**src/rtl/alu_pkg.sv**
```systemverilog
// Shared definitions for the two-requester ALU arbiter: data width,
// opcode encodings and the sequencing FSM states.
package alu_pkg;

    localparam int DATA_W = 32;

    localparam logic [2:0] ALU_ADD  = 3'd0;
    localparam logic [2:0] ALU_SUB  = 3'd1;
    localparam logic [2:0] ALU_AND  = 3'd2;
    localparam logic [2:0] ALU_OR   = 3'd3;
    localparam logic [2:0] ALU_XOR  = 3'd4;
    localparam logic [2:0] ALU_SHL  = 3'd5;
    localparam logic [2:0] ALU_SHR  = 3'd6;
    localparam logic [2:0] ALU_PASS = 3'd7;

    typedef enum logic [1:0] {
        S_IDLE = 2'd0,
        S_EXEC = 2'd1,
        S_RESP = 2'd2
    } state_t;

endpackage

```
**src/rtl/alu_arbiter_if.sv**
```systemverilog
// Bundle of the two request channels and the response channel.
// master: the requesters and response consumer; slave: the arbiter.
interface alu_arbiter_if #(
    parameter int DATA_W = alu_pkg::DATA_W
);
    import alu_pkg::*;

    logic              req0_valid;
    logic              req0_ready;
    logic [2:0]        req0_op;
    logic [DATA_W-1:0] req0_a;
    logic [DATA_W-1:0] req0_b;

    logic              req1_valid;
    logic              req1_ready;
    logic [2:0]        req1_op;
    logic [DATA_W-1:0] req1_a;
    logic [DATA_W-1:0] req1_b;

    logic              rsp_valid;
    logic              rsp_ready;
    logic              rsp_id;
    logic [DATA_W-1:0] rsp_result;
    logic              rsp_zero;
    logic              rsp_greater;
    logic              rsp_less;

    modport master (
        output req0_valid, req0_op, req0_a, req0_b,
        input  req0_ready,
        output req1_valid, req1_op, req1_a, req1_b,
        input  req1_ready,
        input  rsp_valid, rsp_id, rsp_result, rsp_zero, rsp_greater, rsp_less,
        output rsp_ready
    );

    modport slave (
        input  req0_valid, req0_op, req0_a, req0_b,
        output req0_ready,
        input  req1_valid, req1_op, req1_a, req1_b,
        output req1_ready,
        output rsp_valid, rsp_id, rsp_result, rsp_zero, rsp_greater, rsp_less,
        input  rsp_ready
    );

endinterface

```
**src/rtl/alu_core.sv**
```systemverilog
// Purely combinational ALU: result plus zero / unsigned compare-against-B flags.
module alu_core #(
    parameter int DATA_W = alu_pkg::DATA_W
) (
    input  logic [2:0]        op,
    input  logic [DATA_W-1:0] a,
    input  logic [DATA_W-1:0] b,
    output logic [DATA_W-1:0] result,
    output logic              zero,
    output logic              greater,
    output logic              less
);
    import alu_pkg::*;

    localparam int SH_W = $clog2(DATA_W);

    // Any set bit above the shift-amount field means the shift is >= DATA_W.
    logic shift_oob;
    assign shift_oob = |b[DATA_W-1:SH_W];

    // Opcode decode; out-of-range shifts flush to zero.
    always_comb begin
        result = '0;
        case (op)
            ALU_ADD:  result = a + b;
            ALU_SUB:  result = a - b;
            ALU_AND:  result = a & b;
            ALU_OR:   result = a | b;
            ALU_XOR:  result = a ^ b;
            ALU_SHL:  result = shift_oob ? '0 : (a << b[SH_W-1:0]);
            ALU_SHR:  result = shift_oob ? '0 : (a >> b[SH_W-1:0]);
            ALU_PASS: result = a;
            default:  result = a;
        endcase
    end

    assign zero    = (result == '0);
    assign greater = (result > b);
    assign less    = (result < b);

endmodule

```
**src/rtl/alu_arbiter.sv**
```systemverilog
// Round-robin arbiter sharing one ALU between two requesters.
// Accepts one request in IDLE, evaluates it in EXEC, holds the response in RESP.
module alu_arbiter #(
    parameter int DATA_W = alu_pkg::DATA_W
) (
    input  logic         clk,
    input  logic         rst,
    alu_arbiter_if.slave bus
);
    import alu_pkg::*;

    state_t            state_reg;
    state_t            state_next;
    logic              last_id_reg;

    // Operands captured at the request handshake.
    logic              id_reg;
    logic [2:0]        op_reg;
    logic [DATA_W-1:0] a_reg;
    logic [DATA_W-1:0] b_reg;

    // Response registers, loaded in EXEC.
    logic              rsp_id_reg;
    logic [DATA_W-1:0] rsp_result_reg;
    logic              rsp_zero_reg;
    logic              rsp_greater_reg;
    logic              rsp_less_reg;

    // Per-requester views of the request channels.
    logic [1:0]        valid;
    logic [1:0]        ready;
    logic [2:0]        req_op [2];
    logic [DATA_W-1:0] req_a  [2];
    logic [DATA_W-1:0] req_b  [2];

    logic              grant;
    logic              accept_en;
    logic              handshake;
    logic              load_rsp;

    logic [DATA_W-1:0] alu_result;
    logic              alu_zero;
    logic              alu_greater;
    logic              alu_less;

    assign valid[0]  = bus.req0_valid;
    assign valid[1]  = bus.req1_valid;
    assign req_op[0] = bus.req0_op;
    assign req_op[1] = bus.req1_op;
    assign req_a[0]  = bus.req0_a;
    assign req_a[1]  = bus.req1_a;
    assign req_b[0]  = bus.req0_b;
    assign req_b[1]  = bus.req1_b;

    // Contention goes to whoever was not served last; otherwise the lone valid one.
    assign grant     = (&valid) ? ~last_id_reg : valid[1];
    assign accept_en = (state_reg == S_IDLE) && !rst;

    generate
        for (genvar gi = 0; gi < 2; gi++) begin : g_ready
            assign ready[gi] = accept_en && valid[gi] && (grant == 1'(gi));
        end
    endgenerate

    assign handshake = |ready;

    // State register; reset discards any in-flight op.
    always_ff @(posedge clk) begin
        if (rst) begin
            state_reg <= S_IDLE;
        end else begin
            state_reg <= state_next;
        end
    end

    // Next-state and EXEC load strobe.
    always_comb begin
        state_next = state_reg;
        load_rsp   = 1'b0;
        case (state_reg)
            S_IDLE: begin
                if (handshake) begin
                    state_next = S_EXEC;
                end
            end
            S_EXEC: begin
                load_rsp   = 1'b1;
                state_next = S_RESP;
            end
            S_RESP: begin
                if (bus.rsp_ready) begin
                    state_next = S_IDLE;
                end
            end
            default: state_next = S_IDLE;
        endcase
    end

    // Capture the granted request and remember who was served.
    always_ff @(posedge clk) begin
        if (rst) begin
            last_id_reg <= 1'b1;
            id_reg      <= 1'b0;
            op_reg      <= ALU_ADD;
            a_reg       <= '0;
            b_reg       <= '0;
        end else if (handshake) begin
            last_id_reg <= grant;
            id_reg      <= grant;
            op_reg      <= req_op[grant];
            a_reg       <= req_a[grant];
            b_reg       <= req_b[grant];
        end
    end

    alu_core #(
        .DATA_W (DATA_W)
    ) u_alu_core (
        .op      (op_reg),
        .a       (a_reg),
        .b       (b_reg),
        .result  (alu_result),
        .zero    (alu_zero),
        .greater (alu_greater),
        .less    (alu_less)
    );

    // Register ALU output in EXEC; fields then hold until the next op.
    always_ff @(posedge clk) begin
        if (rst) begin
            rsp_id_reg      <= 1'b0;
            rsp_result_reg  <= '0;
            rsp_zero_reg    <= 1'b0;
            rsp_greater_reg <= 1'b0;
            rsp_less_reg    <= 1'b0;
        end else if (load_rsp) begin
            rsp_id_reg      <= id_reg;
            rsp_result_reg  <= alu_result;
            rsp_zero_reg    <= alu_zero;
            rsp_greater_reg <= alu_greater;
            rsp_less_reg    <= alu_less;
        end
    end

    assign bus.req0_ready  = ready[0];
    assign bus.req1_ready  = ready[1];
    assign bus.rsp_valid   = (state_reg == S_RESP);
    assign bus.rsp_id      = rsp_id_reg;
    assign bus.rsp_result  = rsp_result_reg;
    assign bus.rsp_zero    = rsp_zero_reg;
    assign bus.rsp_greater = rsp_greater_reg;
    assign bus.rsp_less    = rsp_less_reg;

endmodule

```
**src/flat_wrapper.sv**
```systemverilog
// flat-port wrapper written by rule: the top's interface ports become plain ports
module alu_arbiter_flat import alu_pkg::*;
#(
    parameter int DATA_W = alu_pkg::DATA_W
)
  (clk, rst, bus_req0_valid, bus_req0_op, bus_req0_a, bus_req0_b, bus_req0_ready, bus_req1_valid, bus_req1_op, bus_req1_a, bus_req1_b, bus_req1_ready, bus_rsp_valid, bus_rsp_id, bus_rsp_result, bus_rsp_zero, bus_rsp_greater, bus_rsp_less, bus_rsp_ready);
  alu_arbiter_if #(.DATA_W(DATA_W)) bus_i ();
  input  logic clk;
  input  logic rst;
  input wire logic [$bits(bus_i.req0_valid)-1:0] bus_req0_valid;
  input wire logic [$bits(bus_i.req0_op)-1:0] bus_req0_op;
  input wire logic [$bits(bus_i.req0_a)-1:0] bus_req0_a;
  input wire logic [$bits(bus_i.req0_b)-1:0] bus_req0_b;
  output wire logic [$bits(bus_i.req0_ready)-1:0] bus_req0_ready;
  input wire logic [$bits(bus_i.req1_valid)-1:0] bus_req1_valid;
  input wire logic [$bits(bus_i.req1_op)-1:0] bus_req1_op;
  input wire logic [$bits(bus_i.req1_a)-1:0] bus_req1_a;
  input wire logic [$bits(bus_i.req1_b)-1:0] bus_req1_b;
  output wire logic [$bits(bus_i.req1_ready)-1:0] bus_req1_ready;
  output wire logic [$bits(bus_i.rsp_valid)-1:0] bus_rsp_valid;
  output wire logic [$bits(bus_i.rsp_id)-1:0] bus_rsp_id;
  output wire logic [$bits(bus_i.rsp_result)-1:0] bus_rsp_result;
  output wire logic [$bits(bus_i.rsp_zero)-1:0] bus_rsp_zero;
  output wire logic [$bits(bus_i.rsp_greater)-1:0] bus_rsp_greater;
  output wire logic [$bits(bus_i.rsp_less)-1:0] bus_rsp_less;
  input wire logic [$bits(bus_i.rsp_ready)-1:0] bus_rsp_ready;
  assign bus_i.req0_valid = bus_req0_valid;
  assign bus_i.req0_op = bus_req0_op;
  assign bus_i.req0_a = bus_req0_a;
  assign bus_i.req0_b = bus_req0_b;
  assign bus_req0_ready = bus_i.req0_ready;
  assign bus_i.req1_valid = bus_req1_valid;
  assign bus_i.req1_op = bus_req1_op;
  assign bus_i.req1_a = bus_req1_a;
  assign bus_i.req1_b = bus_req1_b;
  assign bus_req1_ready = bus_i.req1_ready;
  assign bus_rsp_valid = bus_i.rsp_valid;
  assign bus_rsp_id = bus_i.rsp_id;
  assign bus_rsp_result = bus_i.rsp_result;
  assign bus_rsp_zero = bus_i.rsp_zero;
  assign bus_rsp_greater = bus_i.rsp_greater;
  assign bus_rsp_less = bus_i.rsp_less;
  assign bus_i.rsp_ready = bus_rsp_ready;
  alu_arbiter #(.DATA_W(DATA_W)) u_core (.clk(clk), .rst(rst), .bus(bus_i));
endmodule
```
**config.mk**
```make
export PLATFORM = sky130hd
export DESIGN_NAME = alu_arbiter_flat
export DESIGN_NICKNAME = d
export VERILOG_FILES = /design/src/rtl/alu_pkg.sv /design/src/rtl/alu_arbiter_if.sv /design/src/rtl/alu_core.sv /design/src/rtl/alu_arbiter.sv /design/src/flat_wrapper.sv
export SDC_FILE = /design/constraint.sdc
export NUM_CORES = 1
export LEC_CHECK = 0
export CAP_MARGIN = 20
export CORE_MARGIN = 1
export CORE_UTILIZATION = 44
export DETAILED_ROUTE_END_ITERATION = 6
export GPL_TIMING_DRIVEN = 0
export PLACE_DENSITY = 0.7
export SKIP_LAST_GASP = 1
export SLEW_MARGIN = 20
export SYNTH_ARGS = -nofsm -noshare
export SYNTH_HDL_FRONTEND = slang
export SYNTH_SLANG_ARGS = --single-unit
```
**constraint.sdc**
```tcl
create_clock -name clk -period 7.4 [get_ports clk]
set_input_delay 1.11 -clock clk [delete_from_list [all_inputs] [get_ports clk]]
set_output_delay 1.11 -clock clk [all_outputs]
set_load 0.01 [all_outputs]
```
# [Yosys cells after proc, flatten, opt, wreduce, memory -nomap -nowiden]
# Cells that the tools add are included.
[word_totals] reg_bits=107 in_bits=139
[op_classes] magnitude_cmp=3 reduce_logical=13 n_eq_ne=11 mux=17 addsub=2 bitwise_logic=6 shift=2
[op_table] operator="two-way mux 32 bit" n=8
[op_table] operator="one-hot mux 32 bit (8 select lines)" n=1
[op_table] operator="adder 32 bit" n=1
[op_table] operator="bitwise AND 32 bit" n=1
[op_table] operator="greater-than comparator 32 bit" n=1
[op_table] operator="zero test 32 bit" n=1
[op_table] operator="< comparator 32 bit" n=1
[op_table] operator="OR 32 bit" n=1
[op_table] operator="<< shifter 32 x 5 -> 32 bit" n=1
[op_table] operator=">> shifter 32 x 5 -> 32 bit" n=1
[op_table] operator="subtractor 32 bit" n=1
[op_table] operator="XOR 32 bit" n=1
[op_table] operator="OR reduction 27 bit" n=1
[op_table] operator="equality test 3 bit, second input constant" n=4
[op_table] operator="two-way mux 3 bit" n=3
[op_table] operator="equality test 3 x 2 -> 1 bit, second input constant" n=2
[op_table] operator="one-hot mux 2 bit (3 select lines)" n=1
[op_table] operator="logical AND 1 bit" n=5
[op_table] operator="two-way mux 2 bit" n=2
[op_table] operator="!= test 2 x 1 -> 1 bit, second input constant" n=2
[op_table] operator="AND reduction 2 bit" n=2
[op_table] operator="equality test 3 x 1 -> 1 bit, second input constant" n=1
[op_table] operator="zero test 3 bit" n=1
[op_table] operator="equality test 2 x 1 -> 1 bit, second input constant" n=1
[op_table] operator="other kinds (8)" n=10

# [Depth between registers and ports, before layout]
# Gate-level depths: netlist (run 1).
[depth] word_depth=7 ltp_mapped=29 mapped_depth_nobuf=25

# [Hierarchy]
# From an unflattened synthesis (run 1), not the netlist that was laid out.
[hier_totals] cells_unflattened=1980 area_unflattened_um2=14826.7
[by_module_without_submodules] module="alu_core" cells_per_inst=1411 area_per_inst_um2=10138.5 instances=1
[by_module_without_submodules] module="alu_arbiter" cells_per_inst=569 area_per_inst_um2=4688.2 instances=1

# [Least setup slack after synthesis (run 1)]
# OpenSTA, ideal clock, no wires.
[synth_path] path_kind="flip-flop to flip-flop" startpoint="register u_core.b_reg[1]" endpoint="register u_core.rsp_less_reg, in the netlist u_core.bus.rsp_less" synth_period_minus_slack_ps=5482 arrival_time_ps=5355 slack_ps=1918 setup_ps=127 path_stages_with_launch=27 path_buffers=3 path_cell_list="dfxtp_1 buf_2 inv_2 buf_1 clkbuf_1 ha_1 nand3_1 nor2_1 nand2_1 nor2_1 a41oi_1 xnor2_1 ha_1 nand3_1 or4_1 o31ai_1 nor2_1 xnor2_1 o22a_1 ha_1 nand4_1 nor4_1 o21ai_0 a21o_1 a31oi_1 o31ai_1 nor2b_1"
[synth_via] elab_chain_len=4 elab_cells_between_ends=11 cone_classes="2 x add/sub; 1 x order compare; 2 x shift; 3 x mux; 3 x bitwise"
[synth_rtl] element="start: declaration" line_no="alu_arbiter.sv:20" text="logic [DATA_W-1:0] b_reg;"
[synth_rtl] element="start signal: assignment" line_no="alu_arbiter.sv:112" text="b_reg <= req_b[grant];"
[synth_rtl] element="branches (longest 2 deep; another with subtractor 32 bit)"
[synth_rtl] element="one-hot mux 32 bit (8 select lines) *" line_no="alu_core.sv:24" text="case (op)"
[synth_rtl] element="net u_core.alu_result[22]" line_no="alu_arbiter.sv:41" text="logic [DATA_W-1:0] alu_result;"
[synth_rtl] element="< comparator 32 bit *" line_no="alu_core.sv:39" text="assign less = (result < b);"
[synth_rtl] element="end signal: assignment" line_no="alu_arbiter.sv:141" text="rsp_less_reg <= alu_less;"
[synth_rtl] element="end: declaration" line_no="alu_arbiter.sv:27" text="logic rsp_less_reg;"
# Mark *: on every way through the listed nets, which the timed path passes.
# A chain may end at the register's enable or synchronous reset.

# [Worst setup path in the final report (run 1)]
[layout_path] startpoint="register u_core.b_reg[2]" endpoint="register u_core.rsp_greater_reg, in the netlist u_core.bus.rsp_greater"
[layout_via] elab_chain_len=4 elab_cells_between_ends=11 cone_classes="2 x add/sub; 1 x order compare; 2 x shift; 3 x mux; 3 x bitwise"
[layout_rtl] element="branches (longest 2 deep; another with subtractor 32 bit)"
[layout_rtl] element="one-hot mux 32 bit (8 select lines) *" line_no="alu_core.sv:24"
[layout_rtl] element="net u_core.alu_result[23]" line_no="alu_arbiter.sv:41"
[layout_rtl] element="greater-than comparator 32 bit *" line_no="alu_core.sv:38" text="assign greater = (result > b);"
[layout_rtl] element="end signal: assignment" line_no="alu_arbiter.sv:140" text="rsp_greater_reg <= alu_greater;"
[layout_rtl] element="end: declaration" line_no="alu_arbiter.sv:26" text="logic rsp_greater_reg;"
# Marks and branches as above.

==> results, run 1 <==
- The run finished, with violations left.
- The checks that failed: DRC.
- The static leakage is 6.29 nW.
- The power density over cell area is 210 nW/um^2.
- Leaving out fill and tap cells, the most frequent cell in the layout is sky130_fd_sc_hd__nand2_1.
- In this run the worst path has a maximum fanout of 10.
- The largest individual stage delay along the critical path comes from the cell sky130_fd_sc_hd__buf_1.
- The worst setup path is launched from a flop.
- Entering global routing, the biggest net connects 20 pins.
- The top achievable clock speed is 135 MHz.
- Of the synthesized area, sequential elements account for 0.150.
- The clock root buffer is sky130_fd_sc_hd__clkbuf_16.
- The growth of design area from synthesis to finish is 18.8%.
- The worst-case clock buffer depth is 2.
- The routed wire length per instance is 31.7 um.
- The critical path capture point type is a flop.
- Yosys mapped a number of flops with a built-in enable equal to 0.
- The cell count after synthesis is 1861.
- In this run the count of I/O pins placed on the die edge is 178.
- The internal portion of the total power is 1.73 mW.
- Dividing the final minimum period by the clock period gives 0.999.
- The via count is 17.4k.
- In this design, the stage delay of the slowest critical-path cell is 0.85 ns.
- The total routing resource utilization after global routing is 0.465.
- The floorplan step defined a die boundary enclosing 33200 um^2.
- The post-route antenna net violation count is 0.
- The number of standard-cell rows in the floorplan is 65.
- The mean cell area of the mapped netlist is between 7 and 8 um^2.
- Of the total power, the share spent switching nets is 0.513.
- The number of clock buffers inserted by TritonCTS is 9.
- The number of input and output port buffers inserted is 176.
- The number of max-slew violations in the final report is 0.
- For the final database, setup skew stands at 0.0143 ns.
- The logic gate share of total power is 0.648.
- The post-synthesis net count is 2130.
- Across the VDD grid, the largest voltage drop is 0.135 mV.
- Summed over all nets, the switching power comes to 1.83 mW.
- Setup violations remaining at the end of the flow were counted as 0.
- The first-iteration detailed-routing DRC count is 2575.
- For this configuration, the core starts out at a cell density of 0.450.
- The worst pin sits at a relative slew slack of 0.183.
- The combined area of all synthesized cells is 14300 um^2.
- The share of layout cells above drive strength 1 is 0.0809.
- The HPWL after detailed placement is 61800 um.
- The most frequent cell on the critical path is sky130_fd_sc_hd__buf_2.
- The fraction of registers with async set or reset after synthesis is 0.
- The worst path required time is about 7.7 ns.
- Across all register-to-register paths, the minimum setup slack is 0.009 ns.
- The critical path buffer and inverter count is 5.
- Summed over all layers, the global routing overflow is 0.
- The critical setup path kind is reg2reg.
- Of the total power, registers draw 0.204.
- For this design, the sink count on the clock tree is 107.
- The endpoint arrival time on the critical path is 7.70 ns.
- The count of nets after finishing is 2316.
- The first global-routing pass estimated 112000 um of wire.
- The number of global-route vias before repair is about 17k.
- During synthesis, Yosys emitted a total of 0 warnings.
- The weighted congestion at the end of routability-driven global placement is 1.13.
- The first TritonRoute pass finished after 7 iterations.
- The post-route worst setup slack is roughly 0.0093 ns.
- The insertion delay of the later-clocked pin in the worst-skew pair is ~0.38 ns.
- The final cell utilization of the core is 0.534.
- The portion of total power attributed to the clock network is 0.148.
- Setup repair after global routing left no endpoint under its margin.
- The number of distinct standard cells referenced by the synthesized netlist is 82.
- CTS built an H-tree with a depth of 3.
- Prior to clock tree synthesis, the placed netlist has a worst setup slack of -1.03 ns.
- The number of max-cap violations is 0.
- The time the final worst path needs with I/O delays and setup is 7.39 ns.
- The path class of the tightest hold or removal check is reg2reg.
- The routed via count divided by cell count is 7.06.
- TritonCTS built the clock tree.
- The library cells used most frequently in the layout, excluding fill and tap cells, are sky130_fd_sc_hd__nand2_1, sky130_fd_sc_hd__clkdlybuf4s50_1, sky130_fd_sc_hd__nor2_1.
- In this run the standard cell core region covers 31700 um^2.
- The aggregate routed wire length is 78000 um.
- The floorplan step set the die height to 182 um.
- Including well taps, the total number of placed cells is 2440.
- After synthesis the netlist holds a flip-flop and latch count of about 110.
- The number of antenna violations at the first check in global routing is 2.
- The top flip-flop cell by instance count after synthesis is sky130_fd_sc_hd__dfxtp_1.
- The final hold violation count was 0.
- The clock transition at the registers of the reported paths is 0.08 ns.
- For this run, the number of standard cells in the final layout without fillers is 2458.
- The die is about 180 um wide.
- The final routed DRC violation total is 2.
- The number of buffers inserted by hold repair at cts is 0.
- Setup total negative slack on the finished layout was measured at 0 ns.
- Walking the worst path, the cells encountered are buf_2 -> buf_2 -> buf_2 -> buf_1 -> buf_1 -> xnor2_1 -> ha_1 -> o211ai_1 -> a21oi_1 -> o21ai_1 -> a211oi_2 -> o21ai_2 -> nor3b_1 -> o21ai_0 -> and2_1 -> ha_1 -> nand4_1 -> nor4_2 -> o21ai_0 -> a21o_1 -> a31oi_1 -> o211ai_1 -> a21oi_1.
- For the pin with the worst max-slew slack, the measured transition is between 1 and 1.5 ns.
- The family of cells with the greatest summed delay on the critical path is buffers and inverters.
==> per-stage QoR <==
step	total power, mW	hold slack [ns]	area [um^2]
6_report	3.56	0.459	17000
5_1_grt	3.68	0.475	16900
4_1_cts	3.42	0.458	16900
3_5_place_dp	2.89	0.447	16600
3_3_place_gp	2.86	0.448	16500
2_1_floorplan	2.07	0.432	14300
==> worst paths after layout <==
path                                                        startpoint                                endpoint  cells past startpoint
worst max-delay path                      u_core.b_reg[2]$_SDFFE_PP0P_     u_core.bus.rsp_greater$_SDFFE_PP0N_                     23
worst min-delay path            u_core.bus.rsp_result[21]$_SDFFE_PP0N_  u_core.bus.rsp_result[21]$_SDFFE_PP0N_                      2
worst max register to register            u_core.b_reg[2]$_SDFFE_PP0P_     u_core.bus.rsp_greater$_SDFFE_PP0N_                     23
worst min register to register  u_core.bus.rsp_result[21]$_SDFFE_PP0N_  u_core.bus.rsp_result[21]$_SDFFE_PP0N_                      2
==> Yosys cell counts, types with 39 or more instances <==
master / count / area (um^2)
sky130_fd_sc_hd__inv_1: 77 / 289
sky130_fd_sc_hd__mux2i_1: 118 / 1180
sky130_fd_sc_hd__dfxtp_1: 107 / 2140
sky130_fd_sc_hd__mux2_2: 39 / 439
sky130_fd_sc_hd__ha_1: 129 / 1610
sky130_fd_sc_hd__nor2_1: 167 / 627
sky130_fd_sc_hd__mux4_2: 44 / 991
sky130_fd_sc_hd__clkbuf_1: 127 / 477
sky130_fd_sc_hd__o21ai_0: 90 / 450
sky130_fd_sc_hd__nand2_1: 192 / 721
sky130_fd_sc_hd__a21oi_1: 143 / 716
sky130_fd_sc_hd__a211oi_1: 82 / 616
==> cell families after synthesis <==
family                     synth area share
adders and majority gates             0.115
DFF                                   0.150
and+or+nand+nor                       0.174
muxes                                 0.187
xor gates and xnor gates             0.0331
AOI/OAI and AO/OA                     0.270
buffers and inverters                0.0713
==> final cells by class <==
| cell class | count | area [um^2] |
|---|---|---|
| diodes | 4 | 10.0 |
| plain buffers | 171 | 722 |
| clock buffers | 10 | 229 |
| clock inverters | 6 | 83.8 |
| fillers | 3102 | 14800 |
| inverters | 79 | 298 |
| multi-input cells | 1501 | 11200 |
| flip-flops and latches | 107 | 2140 |
| well taps | 402 | 503 |
| repair buffers | 178 | 1780 |
==> timing repair <==
action,CTS,global route
setup buffers,0,0
resized for setup,13,16
endpoints found under the setup margin,3,2
pin swaps,0,0
==> worst register-to-register path, stage by stage, from the launching register on <==
cell                       delay, ns
sky130_fd_sc_hd__dfxtp_1        0.43
sky130_fd_sc_hd__buf_2          0.33
sky130_fd_sc_hd__buf_2          0.35
sky130_fd_sc_hd__buf_2          0.37
sky130_fd_sc_hd__buf_1          0.62
sky130_fd_sc_hd__buf_1          0.85
sky130_fd_sc_hd__xnor2_1        0.17
sky130_fd_sc_hd__ha_1           0.37
sky130_fd_sc_hd__o211ai_1       0.18
sky130_fd_sc_hd__a21oi_1        0.10
sky130_fd_sc_hd__o21ai_1        0.47
sky130_fd_sc_hd__a211oi_2       0.24
sky130_fd_sc_hd__o21ai_2        0.36
sky130_fd_sc_hd__nor3b_1        0.25
sky130_fd_sc_hd__o21ai_0        0.17
sky130_fd_sc_hd__and2_1         0.26
sky130_fd_sc_hd__ha_1           0.32
sky130_fd_sc_hd__nand4_1        0.13
sky130_fd_sc_hd__nor4_2         0.43
sky130_fd_sc_hd__o21ai_0        0.16
sky130_fd_sc_hd__a21o_1         0.18
sky130_fd_sc_hd__a31oi_1        0.27
sky130_fd_sc_hd__o211ai_1       0.15
sky130_fd_sc_hd__a21oi_1        0.17
==> power groups by stage <==
stage          sequential [mW]  combinational, mW  clock [mW]
3_3_place_gp             0.729               2.13           0
4_1_cts                  0.718               2.18       0.524
3_5_place_dp             0.732               2.16           0
5_1_grt                  0.729               2.40       0.548
2_1_floorplan            0.708               1.36           0
6_report                 0.726               2.31       0.526
==> layer usage <==
metal,track usage,vias to the layer above,routed length (um)
met5,0,-,0
met4,0.354,0,7240
met3,0.137,431,9860
met2,0.704,1437,32800
met1,0.555,8195,28100
li1,-,7289,-
Power figures use the tool's default switching activity.
==> run 2: changes to the inputs <==
--- a/config.mk
+++ b/config.mk
@@ -5,6 +5,7 @@
 export SDC_FILE = /design/constraint.sdc
 export NUM_CORES = 1
 export LEC_CHECK = 0
+export ABC_CLOCK_PERIOD_IN_PS = 7400
 export CAP_MARGIN = 20
 export CORE_MARGIN = 1
 export CORE_UTILIZATION = 44
@@ -12,7 +13,6 @@
 export GPL_TIMING_DRIVEN = 0
 export PLACE_DENSITY = 0.7
 export SKIP_LAST_GASP = 1
-export SLEW_MARGIN = 20
 export SYNTH_ARGS = -nofsm -noshare
 export SYNTH_HDL_FRONTEND = slang
 export SYNTH_SLANG_ARGS = --single-unit
==> run 2 against run 1 <==
- the run still ends with DRC left
- first-iteration DRC count shrank 0.43%
- total power is essentially flat
- clock skew shrank 0.0027 ns
- worst hold slack gained 0.00059 ns
- critical path type unchanged
==> results, run 2 (synthesis results as in run 1) <==
- The run finished, with violations left.
- The checks that failed: DRC.
- The weighted congestion at the end of routability-driven global placement is 1.13.
- Static timing analysis puts the maximum clock frequency at 137 MHz.
- For this block, the routed nets add up to 77800 um of wire.
- The clock transition at the registers of the reported paths is 0.08 ns.
- Counting stages on the worst path, the most repeated cell is sky130_fd_sc_hd__clkbuf_2.
- The largest voltage drop on the vdd net is about 0.15 mV.
- The number of levels in the clock H-tree is 3.
- The first-pass iteration count of the detailed router is 7.
- The final routed DRC violation total is 2.
- The global-route met2 utilization is 0.700.
- Of all nets on the critical path, the largest fanout is 10.
- The power density over cell area is roughly 210 nW/um^2.
- For this run, the total global-route usage over all layers was measured as 0.466.
- In this run the deepest clock path goes through 2 buffers.
- The endpoint arrival time on the critical path is 7.65 ns.
- STA classifies the critical path startpoint as a flop.
- The number of max-slew violations in the final report is 0.
- In the final design database the tool counted 2315 nets.
- The number of input and output port buffers inserted is approximately 180.
- The placeable core region is ~32000 um^2.
- The busiest layer in global routing is met2.
- On the final layout, the worst hold slack is 0.459 ns.
- At the end of the flow the core is filled with cells to 0.533.
- The family of cells with the greatest summed delay on the critical path is compound AO/OA/AOI/OAI gates.
- The routed via count divided by cell count is approximately 7.0.
- The clock tree skew after final layout is 0.0116 ns.
- The critical path capture point type is a flop.
- The critical setup path kind is reg2reg.
- STA puts the critical path data required time at between 7 and 8 ns.
- The insertion delay of the later-clocked pin in the worst-skew pair is between 0.3 and 0.4 ns.
- The final hold violation count was 0.
- The sum of net half-perimeters after detailed placement is 61900 um.
- The number of buffers inserted by hold repair at cts is 0.
- The time the final worst path needs with I/O delays and setup is 7.32 ns.
- The total power is 3.56 mW.
- The number of global-route vias before repair came to 16.4k.
- The number of buffers added for setup after CTS is 0.
- Pin placement for this block handled ~180 I/O pins.
- The number of sinks handled by clock tree synthesis is between 100 and 150.
- The floorplan step set the die width to approximately 180 um.
- In the layout the commonest cells are sky130_fd_sc_hd__nand2_1, sky130_fd_sc_hd__clkdlybuf4s50_1, sky130_fd_sc_hd__nor2_1.
- The number of antenna violations at the first check in global routing came to 2.
- The number of max-cap violations is 0.
- The first global-routing pass estimated ~110000 um of wire.
- The share of layout cells above drive strength 1 is 0.0795.
- In the global route stage, met1 resource usage came out at 0.558.
- The post-place setup slack is -1.06 ns.
- The static leakage is 6.29 nW.
- The initial utilization of the core area, before any placement, comes to 0.450.
- The via count is around 17k.
- Once detail routing completed, the nets flagged for antenna violations numbered 0.
- The detailed router finished its first iteration with 2564 violations.
- The portion of the clock cycle consumed by the worst path in the final layout is 0.990.
- The total die area is approximately 33000 um^2.
- The number of clock buffers inserted by TritonCTS is 9.
- The worst pin sits at a relative slew slack of 0.0644.
- From synthesis to final layout, the design area changed by 18.6%.
- The library cell contributing the largest single delay on the critical path is sky130_fd_sc_hd__nor4_2.
- Together, buffers and inverters on the worst path number 5.
- Setup violations remaining at the end of the flow were counted as 0.
- The longest individual stage delay on the worst path is 0.44 ns.
- The number of diodes added for antenna fixing is 0.
- In the final routed layout, each cell accounts on average for 31.7 um.
- The slew at the pin closest to its max-slew limit is roughly 1.4 ns.
- The overall die height is 182 um.
- The floorplan has 65 rows.
- Global routing finished with a remaining overflow of 0.
- Setup repair after global routing left no endpoint under its margin.
- Setup slack on the critical path of the routed design comes to 0.0762 ns.
- Entering global routing, the biggest net connects 20 pins.
- The TritonCTS clock tree is yes.
- Leaving out fill and tap cells, the most frequent cell in the layout is sky130_fd_sc_hd__nand2_1.
- The met3 global-route usage is 0.132.
- The root buffer cell chosen for the clock tree is sky130_fd_sc_hd__clkbuf_16.
- The path category of the worst min-delay check is reg2reg.
## run 2: cell types whose count changed in the layout (fill, tap and decap cells not counted), sizes merged
cell    before  now
diode        4    0
clkbuf     134  135
buf         49   47
clkinv       5    4
inv         79   80
## run 2: layout make-up
type                       count  area, um^2
fill                        3102       14800
multi-input combinational   1501       11200
sequential                   107        2140
timing repair buffer         177        1770
buffer                       171         726
tap                          402         503
inverter                      79         297
clock buffer                  10         229
clock inverter                 6        83.8
## run 2: path summary, 6_finish.rpt
check | end | slack (ns) | startpoint | depth (start not counted)
setup / recovery | u_core.bus.rsp_greater$_SDFFE_PP0N_ | 0.08 | u_core.op_reg[2]$_SDFFE_PP0P_ | 26
hold reg to reg | u_core.bus.rsp_result[21]$_SDFFE_PP0N_ | 0.46 | u_core.bus.rsp_result[21]$_SDFFE_PP0N_ | 2
setup reg to reg | u_core.bus.rsp_greater$_SDFFE_PP0N_ | 0.08 | u_core.op_reg[2]$_SDFFE_PP0P_ | 26
hold / removal | u_core.bus.rsp_result[21]$_SDFFE_PP0N_ | 0.46 | u_core.bus.rsp_result[21]$_SDFFE_PP0N_ | 2
## run 2: layer usage
layer | wire length, um | share of wire
met1 | 28200 | 0.36
met2 | 32600 | 0.42
met3 | 9520 | 0.12
met4 | 7510 | 0.096
met5 | 17 | 0.00022
## run 2: what timing repair did
item	CTS	global route
endpoints found under the setup margin	3	2
cloned	0	0
resized for setup	13	19
pin swaps	0	0
## run 2: metrics by stage
step                instances  TNS [ns]  instance area (um^2)
global placement         2439     -2.05                 16500
finish                   2453         0                 16900
CTS                      2455         0                 16900
detailed placement       2440     -2.30                 16600
global route             2453         0                 16900
floorplan                1861         0                 14300
## run 2: power breakdown
group	internal, mW	leakage, nW	switching, mW	total, mW
clock	0.270	0.152	0.256	0.527
combinational	0.822	5.26	1.49	2.31
sequential	0.637	0.879	0.0876	0.725
total	1.73	6.29	1.83	3.56
## run 2: worst reg2reg max path, cell delays in order (launching register included)
cell and delay, ns:
sky130_fd_sc_hd__dfxtp_1 0.36, sky130_fd_sc_hd__clkbuf_2 0.21, sky130_fd_sc_hd__clkbuf_2 0.26, sky130_fd_sc_hd__nor2_4 0.41
sky130_fd_sc_hd__clkbuf_2 0.42, sky130_fd_sc_hd__clkbuf_2 0.36, sky130_fd_sc_hd__nand2_1 0.32, sky130_fd_sc_hd__clkbuf_2 0.36
sky130_fd_sc_hd__o21ai_0 0.17, sky130_fd_sc_hd__xnor2_1 0.16, sky130_fd_sc_hd__ha_1 0.32, sky130_fd_sc_hd__a21oi_1 0.25
sky130_fd_sc_hd__nand2_1 0.11, sky130_fd_sc_hd__o21ai_1 0.43, sky130_fd_sc_hd__a211oi_2 0.23, sky130_fd_sc_hd__o21ai_2 0.37
sky130_fd_sc_hd__nor3b_1 0.24, sky130_fd_sc_hd__o21ai_0 0.17, sky130_fd_sc_hd__and2_1 0.26, sky130_fd_sc_hd__ha_1 0.32
sky130_fd_sc_hd__nand4_1 0.13, sky130_fd_sc_hd__nor4_2 0.44, sky130_fd_sc_hd__o21ai_0 0.19, sky130_fd_sc_hd__a21o_1 0.19
sky130_fd_sc_hd__a31oi_1 0.27, sky130_fd_sc_hd__o211ai_1 0.15, sky130_fd_sc_hd__a21oi_1 0.17
==> run 3: changes to the inputs <==
--- a/config.mk
+++ b/config.mk
@@ -6,12 +6,10 @@
 export NUM_CORES = 1
 export LEC_CHECK = 0
 export ABC_CLOCK_PERIOD_IN_PS = 7400
-export CAP_MARGIN = 20
 export CORE_MARGIN = 1
-export CORE_UTILIZATION = 44
+export CORE_UTILIZATION = 35
 export DETAILED_ROUTE_END_ITERATION = 6
-export GPL_TIMING_DRIVEN = 0
-export PLACE_DENSITY = 0.7
+export PLACE_DENSITY = 0.59
 export SKIP_LAST_GASP = 1
 export SYNTH_ARGS = -nofsm -noshare
 export SYNTH_HDL_FRONTEND = slang
==> run 3 against run 2 <==
- the run now ends clean
- combinational power decreased by 6%
- cell area decreased by 0.86%
- first-iteration DRC count decreased by 41%
- clock skew increased by 0.0029 ns
- via count decreased by 9.4%
- utilization decreased by 11 points
- wire length decreased by 12%
- critical endpoint is now u_core.bus.rsp_less$_SDFFE_PP0N_
- highest routed layer unchanged
==> results, run 3 (synthesis results as in run 1) <==
- The critical setup path kind is reg2reg.
- The number of antenna violations at the first check in global routing came to 2.
- Summed over all nets, the half-perimeter wirelength after detailed placement is between 50000 and 60000 um.
- The quantity of gates resized following cts is 0.
- The largest net degree at the start of global routing is 87.
- The number of fillers in the final layout is 4202.
- The design draws 3.43 mW.
- The top achievable clock speed is 161 MHz.
- The die is ~200 um tall.
- The tightest min-delay check is of the reg2reg type.
- After detailed routing, the average wire length per cell comes to 27.8 um.
- TritonCTS built the clock tree.
- The most frequent cell on the critical path is sky130_fd_sc_hd__o21ai_0.
- The first-pass GRT wire length is between 100000 and 150000 um.
- The H-tree was split into 3 levels.
- STA classifies the critical path endpoint as a flop.
- The routed via count divided by cell count is about 6.3.
- The worst-path maximum fanout is 32.
- The detailed router put a total of between 20000 and 30000 um of wire on met1.
- The routed layout has 15.6k vias.
- The post-route antenna net violation count is 0.
- The sort of element at the start of the critical path is a flop.
- The first-pass iteration count of the detailed router is 6.
- In the detailed route, the total length drawn on met3 is 5240 um.
- The portion of the clock cycle consumed by the worst path in the final layout is 0.839.
- The post-place setup slack is 1.35 ns.
- For this run, design rule violations remaining after detail routing come to 0.
- Clock-pin slew was measured on the worst setup and hold paths at 0.09 ns.
- The placeable core region is 40000 um^2.
- The final number of setup-violating endpoints is 0.
- 0 antenna diodes ended up in the layout.
- Row generation in the floorplan step produced 73 rows.
- The slowest stage of the critical path belongs to the cell sky130_fd_sc_hd__dfxtp_4.
- The number of max-slew violations in the final report is 0.
- The endpoint arrival time on the critical path is 6.46 ns.
- At the pin with the least slew margin, the transition time is 1.21 ns.
- The static leakage is 6.24 nW.
- The aggregate routed wire length is 68400 um.
- The worst pin sits at a relative slew slack of 0.196.
- Input and output buffers added on the ports amount to 177.
- The longest individual stage delay on the worst path is 0.67 ns.
- The clock tree skew after final layout is 0.0146 ns.
- In the final layout, the share of cells above drive strength 1 is 0.0960.
- The run finished with clean final reports.
- The commonest non-fill, non-tap cell in the layout is sky130_fd_sc_hd__nand2_1.
- Across the run, the number of max-cap violations was 0.
- Traced cell by cell, the critical path runs through inv_1 -> ha_1 -> nand3_1 -> o21ai_0 -> xnor2_1 -> ha_1 -> o21ai_0 -> a211oi_1 -> o21ai_0 -> buf_4 -> a211oi_1 -> o21ai_1 -> a21boi_0 -> o21ai_0 -> and2_1 -> ha_1 -> nand4_1 -> nor4_1 -> o21ai_0 -> a21o_1 -> a31oi_1 -> o31ai_1 -> nor2b_1.
- For this design the top-level I/O count stands at ~180.
- The time the final worst path needs with I/O delays and setup is 6.21 ns.
- Routed signal wires occupy layers up through met5.
- For the final routed database, the setup TNS stands at 0 ns.
- The power density over cell area is 205 nW/um^2.
- Setup repair after global routing left no endpoint under its margin.
- The worst-case clock buffer depth is 2.
- The clock root buffer is sky130_fd_sc_hd__clkbuf_16.
- Routability-driven placement finished with a final weighted congestion of approximately 1.
- The number of clock buffers inserted by TritonCTS is 9.
- Relative to the synthesized area, the layout overhead comes to 17.5%.
- The number of setup buffers added after CTS is 0.
- Across every metal layer, demand over resource in global routing totals 0.329.
- The effective utilization at floorplan is 0.357.
- Summed over all nets, wire length on met2 after detailed routing comes to 30400 um.
- VDD sags by at most 0.109 mV.
- The number of global-route vias before repair came to between 10k and 15k.
- At the end of the flow, the number of nets in the layout was 2201.
- The final hold violation count came to 0.
- In the layout the commonest cells are sky130_fd_sc_hd__nand2_1, sky130_fd_sc_hd__clkdlybuf4s50_1, sky130_fd_sc_hd__nor2_1.
- In this run, post-CTS hold repair placed 0 buffers.
- The total die area is ~42000 um^2.
- In this run, the number of DRC markers left after iteration 0 of detailed routing was between 1.5k and 2k.
- After global routing the overflow that remains totals 0.
- The worst path required time is 7.65 ns.
- The insertion delay of the later-clocked pin in the worst-skew pair is 0.39 ns.
- The post-route worst setup slack is 1.19 ns.
- The die is a little over 200 um wide.
- The number of sinks handled by clock tree synthesis is 107.
run 3: cell count changes in the layout (fill, tap and decap cells not counted), moves of 3 or more:
cell                       previous run  this run
sky130_fd_sc_hd__buf_6                3         0
sky130_fd_sc_hd__buf_1               20         0
sky130_fd_sc_hd__clkbuf_2             9         0
sky130_fd_sc_hd__dfxtp_2              0         4
sky130_fd_sc_hd__clkbuf_1           116         0
sky130_fd_sc_hd__buf_4                3        58
sky130_fd_sc_hd__dfxtp_1            107       102
sky130_fd_sc_hd__buf_2               20         0
run 3: stage by stage:
stage	cells	hold WS, ns	utilization	area [um^2]
floorplan	1861	0.432	-	14300
global placement	2446	0.445	0.412	16500
detailed placement	2446	0.449	0.412	16500
CTS	2462	0.459	0.419	16800
global route	2462	0.481	0.419	16800
finish	2462	0.456	0.419	16800
run 3: report_power, final:
part	total [mW]	switching [mW]	internal, mW
sequential	0.753	0.115	0.638
clock	0.518	0.276	0.242
combinational	2.16	1.33	0.834
run 3: path summary, 6_finish.rpt:
path,startpoint,end,slack (ns),cells past startpoint
worst max register to register,u_core.b_reg[0]$_SDFFE_PP0P_,u_core.bus.rsp_less$_SDFFE_PP0N_,1.19,23
worst min-delay path,u_core.bus.rsp_result[30]$_SDFFE_PP0N_,u_core.bus.rsp_result[30]$_SDFFE_PP0N_,0.46,2
worst max-delay path,u_core.b_reg[0]$_SDFFE_PP0P_,u_core.bus.rsp_less$_SDFFE_PP0N_,1.19,23
worst min register to register,u_core.bus.rsp_result[30]$_SDFFE_PP0N_,u_core.bus.rsp_result[30]$_SDFFE_PP0N_,0.46,2
run 3: final cells by class:
| cell class | instances | area (um^2) | area share |
|---|---|---|---|
| clock buffer | 9 | 225 | 0.0134 |
| tap | 525 | 657 | 0.0392 |
| sequential | 107 | 2150 | 0.128 |
| clock inverter | 7 | 76.3 | 0.00455 |
| timing repair buffer | 234 | 2200 | 0.131 |
| inverter | 79 | 297 | 0.0177 |
| multi-input combinational | 1501 | 11200 | 0.666 |
run 3: per-layer routing:
metal,vias to the layer above,track usage
li1,7046,-
met3,176,0.0510
met2,831,0.515
met1,7545,0.433
met4,2,0.172
met5,-,0
run 3: critical path, delay by kind of cell (launching register included):
| kind | cells | cell delay, ns |
|---|---|---|
| XOR/XNOR | 1 | 0.18 |
| AO/OA/AOI/OAI | 12 | 2.47 |
| AND/OR/NAND/NOR | 5 | 1.23 |
| flip-flops | 1 | 0.67 |
| adder cells (fa/ha/maj) | 3 | 1.02 |
| buffers and inverters | 2 | 0.48 |
